==> config.mk <==
export PLATFORM = sky130hd
export DESIGN_NAME = mc_control_fsm_flat
export DESIGN_NICKNAME = d
export VERILOG_FILES = /design/src/rtl/mc_ctrl_pkg.sv /design/src/rtl/mc_control_fsm_if.sv /design/src/rtl/mc_mem_wait_timer.sv /design/src/rtl/mc_control_fsm.sv /design/src/flat_wrapper.sv
export SDC_FILE = /design/constraint.sdc
export NUM_CORES = 1
export LEC_CHECK = 0
export BUFFER_PORTS_ARGS = -buffer_cell sky130_fd_sc_hd__buf_4
export CORE_MARGIN = 3
export CORE_UTILIZATION = 48
export DETAILED_ROUTE_END_ITERATION = 8
export GPL_TIMING_DRIVEN = 0
export MAX_ROUTING_LAYER = met4
export PLACE_DENSITY = 0.8
export SETUP_SLACK_MARGIN = 0.4
export SYNTH_ARGS = -nofsm -noshare
export SYNTH_HDL_FRONTEND = slang
export SYNTH_HIERARCHICAL = 1
export SYNTH_SLANG_ARGS = --single-unit
==> constraint.sdc <==
create_clock -name CLK -period 2.2 [get_ports CLK]
set_clock_uncertainty 0.05 [all_clocks]
set_input_delay 0.11 -clock CLK [delete_from_list [all_inputs] [get_ports CLK]]
set_output_delay 0.11 -clock CLK [all_outputs]
set_load 0.005 [all_outputs]
==> src/rtl/mc_ctrl_pkg.sv <==
// Shared encodings for the multicycle control FSM: states, opcodes, cause codes and mux selects.
package mc_ctrl_pkg;

    localparam int unsigned CtrlStateW = 5;

    typedef enum logic [CtrlStateW-1:0] {
        StFetch   = 5'd0,
        StDecode  = 5'd1,
        StCExec   = 5'd2,
        StCWrite  = 5'd3,
        StBranch  = 5'd4,
        StJump    = 5'd5,
        StJal1    = 5'd6,
        StJal2    = 5'd7,
        StJumpReg = 5'd8,
        StLui     = 5'd9,
        StLli     = 5'd10,
        StLtr     = 5'd11,
        StCtr     = 5'd12,
        StLw1     = 5'd13,
        StLw2     = 5'd14,
        StSw      = 5'd15,
        StSyscall = 5'd16,
        StTrap    = 5'd17,
        StIrq     = 5'd18
    } ctrlState_e;

    typedef enum logic [1:0] {
        CauseSyscall = 2'd0,
        CauseIllegal = 2'd1,
        CauseBusErr  = 2'd2,
        CauseIrq     = 2'd3
    } trapCause_e;

    localparam int unsigned OpAlu          = 0;
    localparam int unsigned OpBeq          = 1;
    localparam int unsigned OpBne          = 2;
    localparam int unsigned OpJump         = 3;
    localparam int unsigned OpJal          = 4;
    localparam int unsigned OpJr           = 5;
    localparam int unsigned OpLui          = 6;
    localparam int unsigned OpLli          = 7;
    localparam int unsigned OpLtr          = 8;
    localparam int unsigned OpCtr          = 9;
    localparam int unsigned OpLw           = 10;
    localparam int unsigned OpSw           = 11;
    localparam int unsigned OpSyscall      = 12;
    localparam int unsigned OpTrap         = 13;
    localparam int unsigned OpFirstIllegal = 14;

    localparam logic [2:0] PcSrcAlu    = 3'd0;
    localparam logic [2:0] PcSrcAluOut = 3'd1;
    localparam logic [2:0] PcSrcReg    = 3'd2;
    localparam logic [2:0] PcSrcJump   = 3'd3;
    localparam logic [2:0] PcSrcVector = 3'd4;

    localparam logic [2:0] WsAlu   = 3'd0;
    localparam logic [2:0] WsCr    = 3'd1;
    localparam logic [2:0] WsMem   = 3'd2;
    localparam logic [2:0] WsUpper = 3'd3;
    localparam logic [2:0] WsLower = 3'd4;
    localparam logic [2:0] WsPc    = 3'd5;
    localparam logic [2:0] WsLtr   = 3'd6;

    localparam logic [1:0] WdRt   = 2'd0;
    localparam logic [1:0] WdRd   = 2'd1;
    localparam logic [1:0] WdLink = 2'd2;

    localparam logic [2:0] SrcBReg    = 3'd0;
    localparam logic [2:0] SrcBTwo    = 3'd1;
    localparam logic [2:0] SrcBImm    = 3'd2;
    localparam logic [2:0] SrcBBranch = 3'd4;

    localparam logic [1:0] AluAdd   = 2'd0;
    localparam logic [1:0] AluSub   = 2'd1;
    localparam logic [1:0] AluFunct = 2'd2;

    function automatic logic isMemState(ctrlState_e s);
        return (s == StFetch) || (s == StLw1) || (s == StSw);
    endfunction

endpackage

==> src/rtl/mc_control_fsm_if.sv <==
// Control bundle between the multicycle FSM (master) and the 16-bit datapath (slave).
interface mc_control_fsm_if #(
    parameter int unsigned OPCODE_W = 4,
    parameter int unsigned STATE_W  = 5,
    parameter int unsigned CAUSE_W  = 2
);
    logic [OPCODE_W-1:0] Opcode;
    logic                MemReady;
    logic                IrqReq;
    logic [2:0]          PCSrc;
    logic                PCWrite;
    logic                isBranch;
    logic                IorD;
    logic                MemRead;
    logic                MemWrite;
    logic                IRWrite;
    logic                CRWrite;
    logic                RegWrite;
    logic                ALUSrcA;
    logic [1:0]          WriteDest;
    logic [2:0]          WriteSrc;
    logic [2:0]          ALUSrcB;
    logic [1:0]          ALUOp;
    logic [CAUSE_W-1:0]  IntCause;
    logic                CauseWrite;
    logic                EPCWrite;
    logic                IrqAck;
    logic [STATE_W-1:0]  current_state;

    modport master (
        input  Opcode, MemReady, IrqReq,
        output PCSrc, PCWrite, isBranch, IorD, MemRead, MemWrite, IRWrite, CRWrite, RegWrite,
               ALUSrcA, WriteDest, WriteSrc, ALUSrcB, ALUOp, IntCause, CauseWrite, EPCWrite,
               IrqAck, current_state
    );

    modport slave (
        output Opcode, MemReady, IrqReq,
        input  PCSrc, PCWrite, isBranch, IorD, MemRead, MemWrite, IRWrite, CRWrite, RegWrite,
               ALUSrcA, WriteDest, WriteSrc, ALUSrcB, ALUOp, IntCause, CauseWrite, EPCWrite,
               IrqAck, current_state
    );
endinterface

==> src/rtl/mc_mem_wait_timer.sv <==
// Memory wait-state counter; flags a bus timeout after MEM_TIMEOUT stalled cycles (0 disables).
module mc_mem_wait_timer #(
    parameter int unsigned MEM_TIMEOUT = 15
) (
    input  logic CLK,
    input  logic Reset,
    input  logic memState,
    input  logic memReady,
    output logic timeout
);
    localparam int unsigned CntW = (MEM_TIMEOUT > 0) ? $clog2(MEM_TIMEOUT + 1) : 1;

    logic [CntW-1:0] countQ, countD;
    logic            stalled;

    always_comb begin
        stalled = memState && !memReady;
        timeout = (MEM_TIMEOUT != 0) && stalled && (countQ == CntW'(MEM_TIMEOUT));
        // Anything other than a plain stall (ready, timeout exit, non-memory state) clears.
        countD  = '0;
        if (stalled && !timeout && (MEM_TIMEOUT != 0)) begin
            countD = countQ + CntW'(1);
        end
    end

    always_ff @(posedge CLK or posedge Reset) begin
        if (Reset) begin
            countQ <= '0;
        end else begin
            countQ <= countD;
        end
    end
endmodule

==> src/rtl/mc_control_fsm.sv <==
// Multicycle control FSM with memory wait states, trap causes and vectored trap entry.
// Define CTRL_IRQ_EN to enable interrupt entry at instruction boundaries.
module mc_control_fsm
    import mc_ctrl_pkg::*;
#(
    parameter int unsigned OPCODE_W    = 4,
    parameter int unsigned STATE_W     = 5,
    parameter int unsigned CAUSE_W     = 2,
    parameter int unsigned MEM_TIMEOUT = 15
) (
    input logic               CLK,
    input logic               Reset,
    mc_control_fsm_if.master  bus
);
    ctrlState_e stateQ, stateD;
    trapCause_e causeQ, causeD;
    logic       memTimeout;

    mc_mem_wait_timer #(
        .MEM_TIMEOUT (MEM_TIMEOUT)
    ) u_wait_timer (
        .CLK      (CLK),
        .Reset    (Reset),
        .memState (isMemState(stateQ)),
        .memReady (bus.MemReady),
        .timeout  (memTimeout)
    );

    always_ff @(posedge CLK or posedge Reset) begin
        if (Reset) begin
            stateQ <= StFetch;
            causeQ <= CauseSyscall;
        end else begin
            stateQ <= stateD;
            causeQ <= causeD;
        end
    end

    always_comb begin
        stateD = stateQ;
        causeD = causeQ;
        case (stateQ)
            StFetch, StLw1, StSw: begin
                if (bus.MemReady) begin
                    stateD = (stateQ == StFetch) ? StDecode :
                             (stateQ == StLw1)   ? StLw2    : StFetch;
                end else if (memTimeout) begin
                    stateD = StTrap;
                    causeD = CauseBusErr;
                end
            end
            StDecode: begin
                case (32'(bus.Opcode))
                    OpAlu:          stateD = StCExec;
                    OpBeq, OpBne:   stateD = StBranch;
                    OpJump:         stateD = StJump;
                    OpJal:          stateD = StJal1;
                    OpJr:           stateD = StJumpReg;
                    OpLui:          stateD = StLui;
                    OpLli:          stateD = StLli;
                    OpLtr:          stateD = StLtr;
                    OpCtr:          stateD = StCtr;
                    OpLw:           stateD = StLw1;
                    OpSw:           stateD = StSw;
                    OpSyscall:      stateD = StSyscall;
                    OpTrap: begin
                        stateD = StTrap;
                        causeD = CauseSyscall;
                    end
                    default: begin
                        stateD = StTrap;
                        causeD = CauseIllegal;
                    end
                endcase
            end
            StCExec:  stateD = StCWrite;
            StJal1:   stateD = StJal2;
            StLw2:    stateD = StFetch;
            default:  stateD = StFetch;
        endcase
`ifdef CTRL_IRQ_EN
        // Interrupts are only taken at a genuine instruction boundary, never out of a trap entry.
        if (bus.IrqReq && (stateD == StFetch) && (stateQ != StFetch) &&
            (stateQ != StTrap) && (stateQ != StIrq)) begin
            stateD = StIrq;
            causeD = CauseIrq;
        end
`endif
    end

    always_comb begin
        bus.PCSrc      = PcSrcAlu;
        bus.PCWrite    = 1'b0;
        bus.isBranch   = 1'b0;
        bus.IorD       = 1'b0;
        bus.MemRead    = 1'b0;
        bus.MemWrite   = 1'b0;
        bus.IRWrite    = 1'b0;
        bus.CRWrite    = 1'b0;
        bus.RegWrite   = 1'b0;
        bus.ALUSrcA    = 1'b0;
        bus.WriteDest  = WdRt;
        bus.WriteSrc   = WsAlu;
        bus.ALUSrcB    = SrcBTwo;
        bus.ALUOp      = AluAdd;
        bus.CauseWrite = 1'b0;
        bus.EPCWrite   = 1'b0;
        bus.IrqAck     = 1'b0;
        case (stateQ)
            StFetch: begin
                bus.MemRead = 1'b1;
                bus.IRWrite = bus.MemReady;
                bus.PCWrite = bus.MemReady;
            end
            StDecode:  bus.ALUSrcB = SrcBBranch;
            StCExec: begin
                bus.ALUSrcA = 1'b1;
                bus.ALUSrcB = SrcBReg;
                bus.ALUOp   = AluFunct;
            end
            StCWrite: begin
                bus.ALUSrcA   = 1'b1;
                bus.ALUSrcB   = SrcBReg;
                bus.ALUOp     = AluFunct;
                bus.RegWrite  = 1'b1;
                bus.CRWrite   = 1'b1;
                bus.WriteDest = WdRd;
            end
            StBranch: begin
                bus.ALUSrcA  = 1'b1;
                bus.ALUSrcB  = SrcBReg;
                bus.ALUOp    = AluSub;
                bus.isBranch = 1'b1;
                bus.PCSrc    = PcSrcAluOut;
            end
            StJump, StJal2: begin
                bus.PCWrite = 1'b1;
                bus.PCSrc   = PcSrcJump;
            end
            StJal1: begin
                bus.RegWrite  = 1'b1;
                bus.WriteDest = WdLink;
                bus.WriteSrc  = WsPc;
            end
            StJumpReg: begin
                bus.ALUSrcA = 1'b1;
                bus.PCWrite = 1'b1;
                bus.PCSrc   = PcSrcReg;
            end
            StLui: begin
                bus.RegWrite = 1'b1;
                bus.WriteSrc = WsUpper;
            end
            StLli: begin
                bus.RegWrite = 1'b1;
                bus.WriteSrc = WsLower;
            end
            StLtr: begin
                bus.RegWrite = 1'b1;
                bus.WriteSrc = WsLtr;
            end
            StCtr: begin
                bus.ALUSrcA  = 1'b1;
                bus.CRWrite  = 1'b1;
                bus.WriteSrc = WsCr;
            end
            StLw1: begin
                bus.MemRead = 1'b1;
                bus.IorD    = 1'b1;
                bus.ALUSrcA = 1'b1;
                bus.ALUSrcB = SrcBImm;
            end
            StLw2: begin
                bus.RegWrite = 1'b1;
                bus.WriteSrc = WsMem;
            end
            StSw: begin
                bus.MemWrite = 1'b1;
                bus.IorD     = 1'b1;
                bus.ALUSrcA  = 1'b1;
                bus.ALUSrcB  = SrcBImm;
            end
            StSyscall:  bus.PCWrite = 1'b1;
            StTrap, StIrq: begin
                bus.EPCWrite   = 1'b1;
                bus.CauseWrite = 1'b1;
                bus.PCWrite    = 1'b1;
                bus.PCSrc      = PcSrcVector;
`ifdef CTRL_IRQ_EN
                bus.IrqAck     = (stateQ == StIrq);
`endif
            end
            default: ;
        endcase
        // State is already FETCH during reset; only the strobes need suppressing.
        if (Reset) begin
            bus.PCWrite    = 1'b0;
            bus.isBranch   = 1'b0;
            bus.MemRead    = 1'b0;
            bus.MemWrite   = 1'b0;
            bus.IRWrite    = 1'b0;
            bus.CRWrite    = 1'b0;
            bus.RegWrite   = 1'b0;
            bus.CauseWrite = 1'b0;
            bus.EPCWrite   = 1'b0;
            bus.IrqAck     = 1'b0;
        end
    end

    assign bus.IntCause      = CAUSE_W'(causeQ);
    assign bus.current_state = STATE_W'(stateQ);
endmodule

==> src/flat_wrapper.sv <==
// flat-port wrapper written by rule: the top's interface ports become plain ports
module mc_control_fsm_flat import mc_ctrl_pkg::*;
#(
    parameter int unsigned OPCODE_W    = 4,
    parameter int unsigned STATE_W     = 5,
    parameter int unsigned CAUSE_W     = 2,
    parameter int unsigned MEM_TIMEOUT = 15
)
  (CLK, Reset, bus_Opcode, bus_MemReady, bus_IrqReq, bus_PCSrc, bus_PCWrite, bus_isBranch, bus_IorD, bus_MemRead, bus_MemWrite, bus_IRWrite, bus_CRWrite, bus_RegWrite, bus_ALUSrcA, bus_WriteDest, bus_WriteSrc, bus_ALUSrcB, bus_ALUOp, bus_IntCause, bus_CauseWrite, bus_EPCWrite, bus_IrqAck, bus_current_state);
  mc_control_fsm_if #(.OPCODE_W(OPCODE_W), .STATE_W(STATE_W), .CAUSE_W(CAUSE_W)) bus_i ();
  input logic CLK;
  input logic Reset;
  input wire logic [$bits(bus_i.Opcode)-1:0] bus_Opcode;
  input wire logic [$bits(bus_i.MemReady)-1:0] bus_MemReady;
  input wire logic [$bits(bus_i.IrqReq)-1:0] bus_IrqReq;
  output wire logic [$bits(bus_i.PCSrc)-1:0] bus_PCSrc;
  output wire logic [$bits(bus_i.PCWrite)-1:0] bus_PCWrite;
  output wire logic [$bits(bus_i.isBranch)-1:0] bus_isBranch;
  output wire logic [$bits(bus_i.IorD)-1:0] bus_IorD;
  output wire logic [$bits(bus_i.MemRead)-1:0] bus_MemRead;
  output wire logic [$bits(bus_i.MemWrite)-1:0] bus_MemWrite;
  output wire logic [$bits(bus_i.IRWrite)-1:0] bus_IRWrite;
  output wire logic [$bits(bus_i.CRWrite)-1:0] bus_CRWrite;
  output wire logic [$bits(bus_i.RegWrite)-1:0] bus_RegWrite;
  output wire logic [$bits(bus_i.ALUSrcA)-1:0] bus_ALUSrcA;
  output wire logic [$bits(bus_i.WriteDest)-1:0] bus_WriteDest;
  output wire logic [$bits(bus_i.WriteSrc)-1:0] bus_WriteSrc;
  output wire logic [$bits(bus_i.ALUSrcB)-1:0] bus_ALUSrcB;
  output wire logic [$bits(bus_i.ALUOp)-1:0] bus_ALUOp;
  output wire logic [$bits(bus_i.IntCause)-1:0] bus_IntCause;
  output wire logic [$bits(bus_i.CauseWrite)-1:0] bus_CauseWrite;
  output wire logic [$bits(bus_i.EPCWrite)-1:0] bus_EPCWrite;
  output wire logic [$bits(bus_i.IrqAck)-1:0] bus_IrqAck;
  output wire logic [$bits(bus_i.current_state)-1:0] bus_current_state;
  assign bus_i.Opcode = bus_Opcode;
  assign bus_i.MemReady = bus_MemReady;
  assign bus_i.IrqReq = bus_IrqReq;
  assign bus_PCSrc = bus_i.PCSrc;
  assign bus_PCWrite = bus_i.PCWrite;
  assign bus_isBranch = bus_i.isBranch;
  assign bus_IorD = bus_i.IorD;
  assign bus_MemRead = bus_i.MemRead;
  assign bus_MemWrite = bus_i.MemWrite;
  assign bus_IRWrite = bus_i.IRWrite;
  assign bus_CRWrite = bus_i.CRWrite;
  assign bus_RegWrite = bus_i.RegWrite;
  assign bus_ALUSrcA = bus_i.ALUSrcA;
  assign bus_WriteDest = bus_i.WriteDest;
  assign bus_WriteSrc = bus_i.WriteSrc;
  assign bus_ALUSrcB = bus_i.ALUSrcB;
  assign bus_ALUOp = bus_i.ALUOp;
  assign bus_IntCause = bus_i.IntCause;
  assign bus_CauseWrite = bus_i.CauseWrite;
  assign bus_EPCWrite = bus_i.EPCWrite;
  assign bus_IrqAck = bus_i.IrqAck;
  assign bus_current_state = bus_i.current_state;
  mc_control_fsm #(.OPCODE_W(OPCODE_W), .STATE_W(STATE_W), .CAUSE_W(CAUSE_W), .MEM_TIMEOUT(MEM_TIMEOUT)) u_core (.CLK(CLK), .Reset(Reset), .bus(bus_i));
endmodule
* Word-level counts from Yosys, hierarchy flattened
Index checks and enable logic that the tools add are counted.
Word-level totals: flip-flop bits (word level) 11, input bits 8, output and inout port bits 32, word-level logic and storage cells 98
Operators by class: add/sub/neg operators 1, equal/unequal tests 36, muxes and demuxes 34, reductions and logical operators 24
Operators by type and width (count):
- one-hot mux 5 bit (12 select lines) | 1
- equality test 5 x 4 -> 1 bit, second input constant | 8
- equality test 4 bit, second input constant | 7
- equality test 5 x 3 -> 1 bit, second input constant | 4
- one-hot mux 5 bit (4 select lines) | 1
- one-hot mux 3 bit (6 select lines) | 1
- two-way mux 1 bit | 17
- equality test 4 x 3 -> 1 bit, second input constant | 4
- one-hot mux 2 bit (2 select lines) | 4
- equality test 5 bit, second input constant | 3
- two-way mux 5 bit | 3
- OR reduction 2 bit | 7
- OR reduction 13 bit | 1
- one-hot mux 3 bit (4 select lines) | 1
- OR reduction 6 bit | 2
- equality test 5 x 2 -> 1 bit, second input constant | 2
- one-hot mux 3 bit (3 select lines) | 1
- equality test 4 x 2 -> 1 bit, second input constant | 2
- two-way mux 4 bit | 2
- OR reduction 7 bit | 1
- OR reduction 3 bit | 2
- equality test 5 x 1 -> 1 bit, second input constant | 1
- zero test 5 bit | 1
- adder 4 x 1 -> 4 bit, second input constant | 1
- 12 further kinds | 18

* Longest topological paths before layout
word-level depth 8, mapped depth 8, depth with buffers taken out 8

* By module
Netlist, hierarchy kept.
Modules (own cells, without submodules):
- mc_control_fsm | instances 1, cells an instance 120, area each 842.1 um2, seq. area each 175.2 um2
- mc_mem_wait_timer | instances 1, cells an instance 18, area each 201.4 um2, seq. area each 100.1 um2

* Worst setup path after synthesis
No wires, ideal clock.
path kind register -> register, start point register u_core.stateQ[3], in the netlist u_core/bus.current_state[3], end point register u_core.stateQ[1], in the netlist u_core/bus.current_state[1], setup time 0.124 ns, data arrival time 1.706 ns, data required time 2.026 ns, path slack 0.320 ns, cell stages (with the launch flop) 8, buffers on the path 0, clock period less this slack 1.880 ns, cells stage by stage dfrtp_1 nor2_1 nand2_1 a21oi_1 nand2b_4 nor2_1 a2111oi_2 a211o_1
On the way: longest elaborated chain between the ends 6, elaborated cells on any way between the ends 16, those cells by class eq/ne (6); mux (4); reduce/logical (6)
Ends and longest elaborated chain:
- start, declared | line mc_control_fsm.sv:15 | ctrlState_e stateQ, stateD;
- start signal, assigned | line mc_control_fsm.sv:31 | stateQ <= StFetch;
- start signal, assigned | line mc_control_fsm.sv:34 | stateQ <= stateD;
- equality test 5 x 4 -> 1 bit / zero test 5 bit (equally long branches) | line mc_ctrl_pkg.sv:79 | return (s == StFetch) || (s == StLw1) || (s == StSw);
- logical OR 1 bit | line mc_ctrl_pkg.sv:79
- logical OR 1 bit (*) | line mc_ctrl_pkg.sv:79
- logical AND 1 bit (*) | line mc_mem_wait_timer.sv:17 | stalled = memState && !memReady;
- logical AND 1 bit (*) | line mc_mem_wait_timer.sv:18 | timeout = (MEM_TIMEOUT != 0) && stalled && (countQ == CntW'(MEM_TIMEOUT));
- net u_core.memTimeout | line mc_control_fsm.sv:17 | logic memTimeout;
- inequality test 3 x 2 -> 1 bit (no source line) (*)
The timed path passes the listed nets; every way through them passes the cells marked *. A chain may end at the register's enable or synchronous reset.

* Worst setup path after layout
start point register u_core.stateQ[2], in the netlist u_core/bus.current_state[2], end point output bus_PCWrite
On the way: longest elaborated chain between the ends 4, elaborated cells on any way between the ends 10, those cells by class eq/ne (6); mux (2); reduce/logical (2)
Ends and longest elaborated chain:
- equality test 5 x 3 -> 1 bit, or another cell as far along | line mc_control_fsm.sv:109 | case (stateQ)
- OR reduction 6 bit (no source line)
- one-hot mux 1 bit (2 select lines) (*) | line mc_control_fsm.sv:109
- two-way mux 1 bit (*) | line mc_control_fsm.sv:196 | if (Reset) begin
- end, declared | line flat_wrapper.sv:17 | output wire logic [$bits(bus_i.PCWrite)-1:0] bus_PCWrite;
Mark *: on every way between the ends. The rest lies on a longest branch, timed or not.

==> impl_results.md <==
- WHS Endpoint: u_core/bus.current_state[4]
- Leading cell type in the layout, fill and taps excluded: sky130_fd_sc_hd__buf_4
- Clock slew at the register clock pins of the worst setup and hold paths: 0.06 ns
- Number of synthesized flops with an enable pin: 0
- Final Util: just over 80%
- Final total negative setup slack: 0 ns
- HPWL Detailed: around 2200 um
- Hold violation count in the final report: 0
- Minimum period implied by the final worst setup slack: ~1.9 ns
- Starting density of the core: 52.1%
- Post-synthesis instance area: 1040 um2
- Crit path capture type: output port
- Via count normalized by instance count: 5.73
- Number of register bits inferred by synthesis: 11
- Crit path buffers/inverters: 2
- Width of the chip: 52.6 um
- Number of distinct library cell variants in the gate-level netlist after synthesis: 46
- Wire length of the first global-routing pass: 4630 um
- Share of Yosys cell area claimed by the top area cell type: a little over a quarter
- Logic depth of the worst setup path including buffers: 7
- DR vias: 1260
- Run status: finished, final reports clean
- H-tree level count: 1
- Power density over the cells: roughly 1300 nW/um2
- Number of antenna violations at the first check in global routing: 0
- Portion of the clock cycle consumed by the worst path in the final layout: around 86%
- # DRC: 0
- Max Buffers Root-to-Sink: 2
- Number of nets in the layout: slightly above 200
- Number of nets produced by synthesis: roughly 150
- Top-level I/O count: 40
- Crit-path leading delay family: simple AND/OR/NAND/NOR gates
- First-pass DRT Iterations: 4
- Buffers added on ports: 36
- CTS tree: yes
- Main synth FF type: sky130_fd_sc_hd__dfrtp_1
- Routed wire length per instance: around 15 um
- Critical-path top delay cell: sky130_fd_sc_hd__dfrtp_2
- Worst r2r dst: u_core/bus.current_state[1]
- Startpoint of the most critical hold path: bus_Opcode[3]
- Yosys Warn Count: 6
- Synthesized area divided by synthesized cell count: between 7 and 8 um2
- Post-synth ARST share: 100%
- Latest clock arrival within the worst-skew pair: 0.26 ns
- Cell count after synthesis: around 140
- Startpoint of the worst setup timing path: u_core/bus.current_state[2]
- Library cell with the largest summed area after synthesis: sky130_fd_sc_hd__dfrtp_1
- Number of global-route vias before repair: around 1100
- Worst reg2reg path startpoint: u_core/bus.current_state[3]
- Antenna cell count: 0
- Worst reg2reg path depth: 7
- Worst-path cell chain: buf_6, nand2b_4, nor4_4, a31o_2, a21oi_2, nor2_1, buf_4
- Total number of placement rows: 16
- Largest fanout on the critical path: 5
- Number of nets with antenna violations after detailed routing: 0
- Total wirelength of the detailed-routed design: around 3300 um
- Setup repair after global routing missed its margin: yes
- Fraction of layout cells with a size suffix above 1: 51.3%
- Startpoint-to-endpoint class of the critical path: flip-flop to output port
- Final slew viol count: 0
- Final hold slack: a little over 0.1 ns
- GR Overflow Total: 0
- Weighted congestion reported at the end of routability-driven placement: 0.871
- Worst path arrival time: between 1.5 and 2 ns
- Post-placement cell count: between 200 and 250
- Leakage dissipation: 0.000774 uW
- Number of setup violations in the final report: 0
- Core region area: roughly 2000 um2
- Worst reg2reg setup slack: around 0.40 ns
- Commonest non-fill, non-tap cells in the layout: 54 x sky130_fd_sc_hd__buf_4, 18 x sky130_fd_sc_hd__nor2_1, 7 x sky130_fd_sc_hd__nand2_1
- Non-filler instance count after layout: 220
- Post-synthesis sequential area ratio: approximately a quarter
- Overall track demand over capacity in global routing: between 20 and 25%
- IR Drop Worst-Case VDD: approximately 740 uV
- Number of clock sinks: 11
- Number of maximum-capacitance constraint violations: 0
- Power after layout: just over 2000 uW
- Count of cells along the worst hold path: 3
- Pin count of the biggest net entering global routing: 11
- Die ar.: around 2800 um2
- Crit path largest cell delay: ~0.43 ns
- Max Clock Freq: 0.528 GHz
- Crit start category: flip-flop
- Required time at the worst-slack endpoint: a little over 2 ns
- Area overhead of the layout relative to synthesis: 55.8%
- Initial detailed-routing violation count: 47
- Y dimension of the die: between 50 and 60 um
- Root buffer cell: sky130_fd_sc_hd__clkbuf_4
- Top cells by area in the synthesized netlist: sky130_fd_sc_hd__dfrtp_1 26%, sky130_fd_sc_hd__nor2_1 7.9%, sky130_fd_sc_hd__a21oi_1 3.8%, sky130_fd_sc_hd__nand2b_1 3.6%, sky130_fd_sc_hd__nand2_1 3.2%
- Type of the worst min-delay path: primary input to flip-flop
- Total CTS buffers: 3
## Yosys cell counts (all sizes together) (2+ instances only)
| cell type | n |
|---|---|
| nor3 | 5 |
| xnor2 | 3 |
| a31oi | 2 |
| o21ai | 12 |
| inv | 6 |
| o32a | 2 |
| nor2 | 23 |
| nand3 | 6 |
| buf | 8 |
| mux2i | 3 |
| nand2b | 8 |
| nor4b | 2 |
| a21oi | 8 |
| clkbuf | 3 |
| nor4 | 3 |
| nand2 | 9 |
| nand3b | 2 |
| dfrtp | 11 |
## through the flow
| step | setup WS [ns] | instance area, um2 |
|---|---|---|
| floorplan | 0.443 | 1050 |
| global placement | 0.223 | 1350 |
| detailed placement | 0.240 | 1350 |
| CTS | 0.318 | 1410 |
| global route | 0.266 | 1630 |
| finish | 0.305 | 1630 |
## worst reg2reg max path, delay by kind of cell, from the launching register on
kind | cells | cell delay, ns
AOI/OAI and AO/OA | 3 | 0.58
DFF | 1 | 0.44
and+or+nand+nor | 3 | 0.42
buffers and inverters | 1 | 0.20
## worst max path at each step
stage                                        to
floorplan           u_core/bus.current_state[1]
global placement    u_core/bus.current_state[1]
detailed placement  u_core/bus.current_state[1]
CTS                 u_core/bus.current_state[1]
global route                       bus_RegWrite
finish                              bus_PCWrite
## cell families after synthesis
logic type	synth area share (%)
multiplexers	3.96
other	0.359
AND/OR/NAND/NOR	34.7
buffers and inverters	8.39
XOR/XNOR	3.36
AO/OA/AOI/OAI	21.7
adder cells (fa/ha/maj)	1.20
flip-flops	26.4
## layer usage
layer	track usage, %	share of wire [%]	vias to the layer above	wire length [um]
met5	-	0	-	0
met4	9.79	2.7	0	90
met3	1.71	6.8	14	225
met2	36.0	51	66	1670
met1	29.0	40	580	1320
li1	-	-	600	-
## area by class of cell
| cell class | count | area (um2) |
|---|---|---|
| Tap cell | 27 | 33.8 |
| Clock buffer | 4 | 26.3 |
| Timing Repair Buffer | 51 | 385 |
| Sequential cell | 11 | 282 |
| Buffer | 11 | 81.3 |
| Multi-Input combinational cell | 109 | 788 |
| Inverter | 7 | 28.8 |
| Fill cell | 137 | 377 |
## flip-flops by register name (all words and copies together), names as in the netlist
register / flops
u_core/bus.IntCause: 2
u_core/bus.current_state: 5
u_core/u_wait_timer/countQ: 4
## where the power goes
part | internal [uW] | switching [uW] | total [uW] | leakage, uW
Sequential | 265 | 92.9 | 358 | 0.000140
Clock | 70.0 | 59.7 | 130 | 0.0000150
Combinational | 810 | 747 | 1560 | 0.000618
## what timing repair did
action                                  in CTS  in global routing
endpoints found under the setup margin      22                 22
pin swaps                                    0                  7
resized for setup                            7                 34
hold buffers                                 1                  0
buffers inserted                             1                 13
hold endpoints to repair                    11                  0
(Power assumes the default switching activity.)
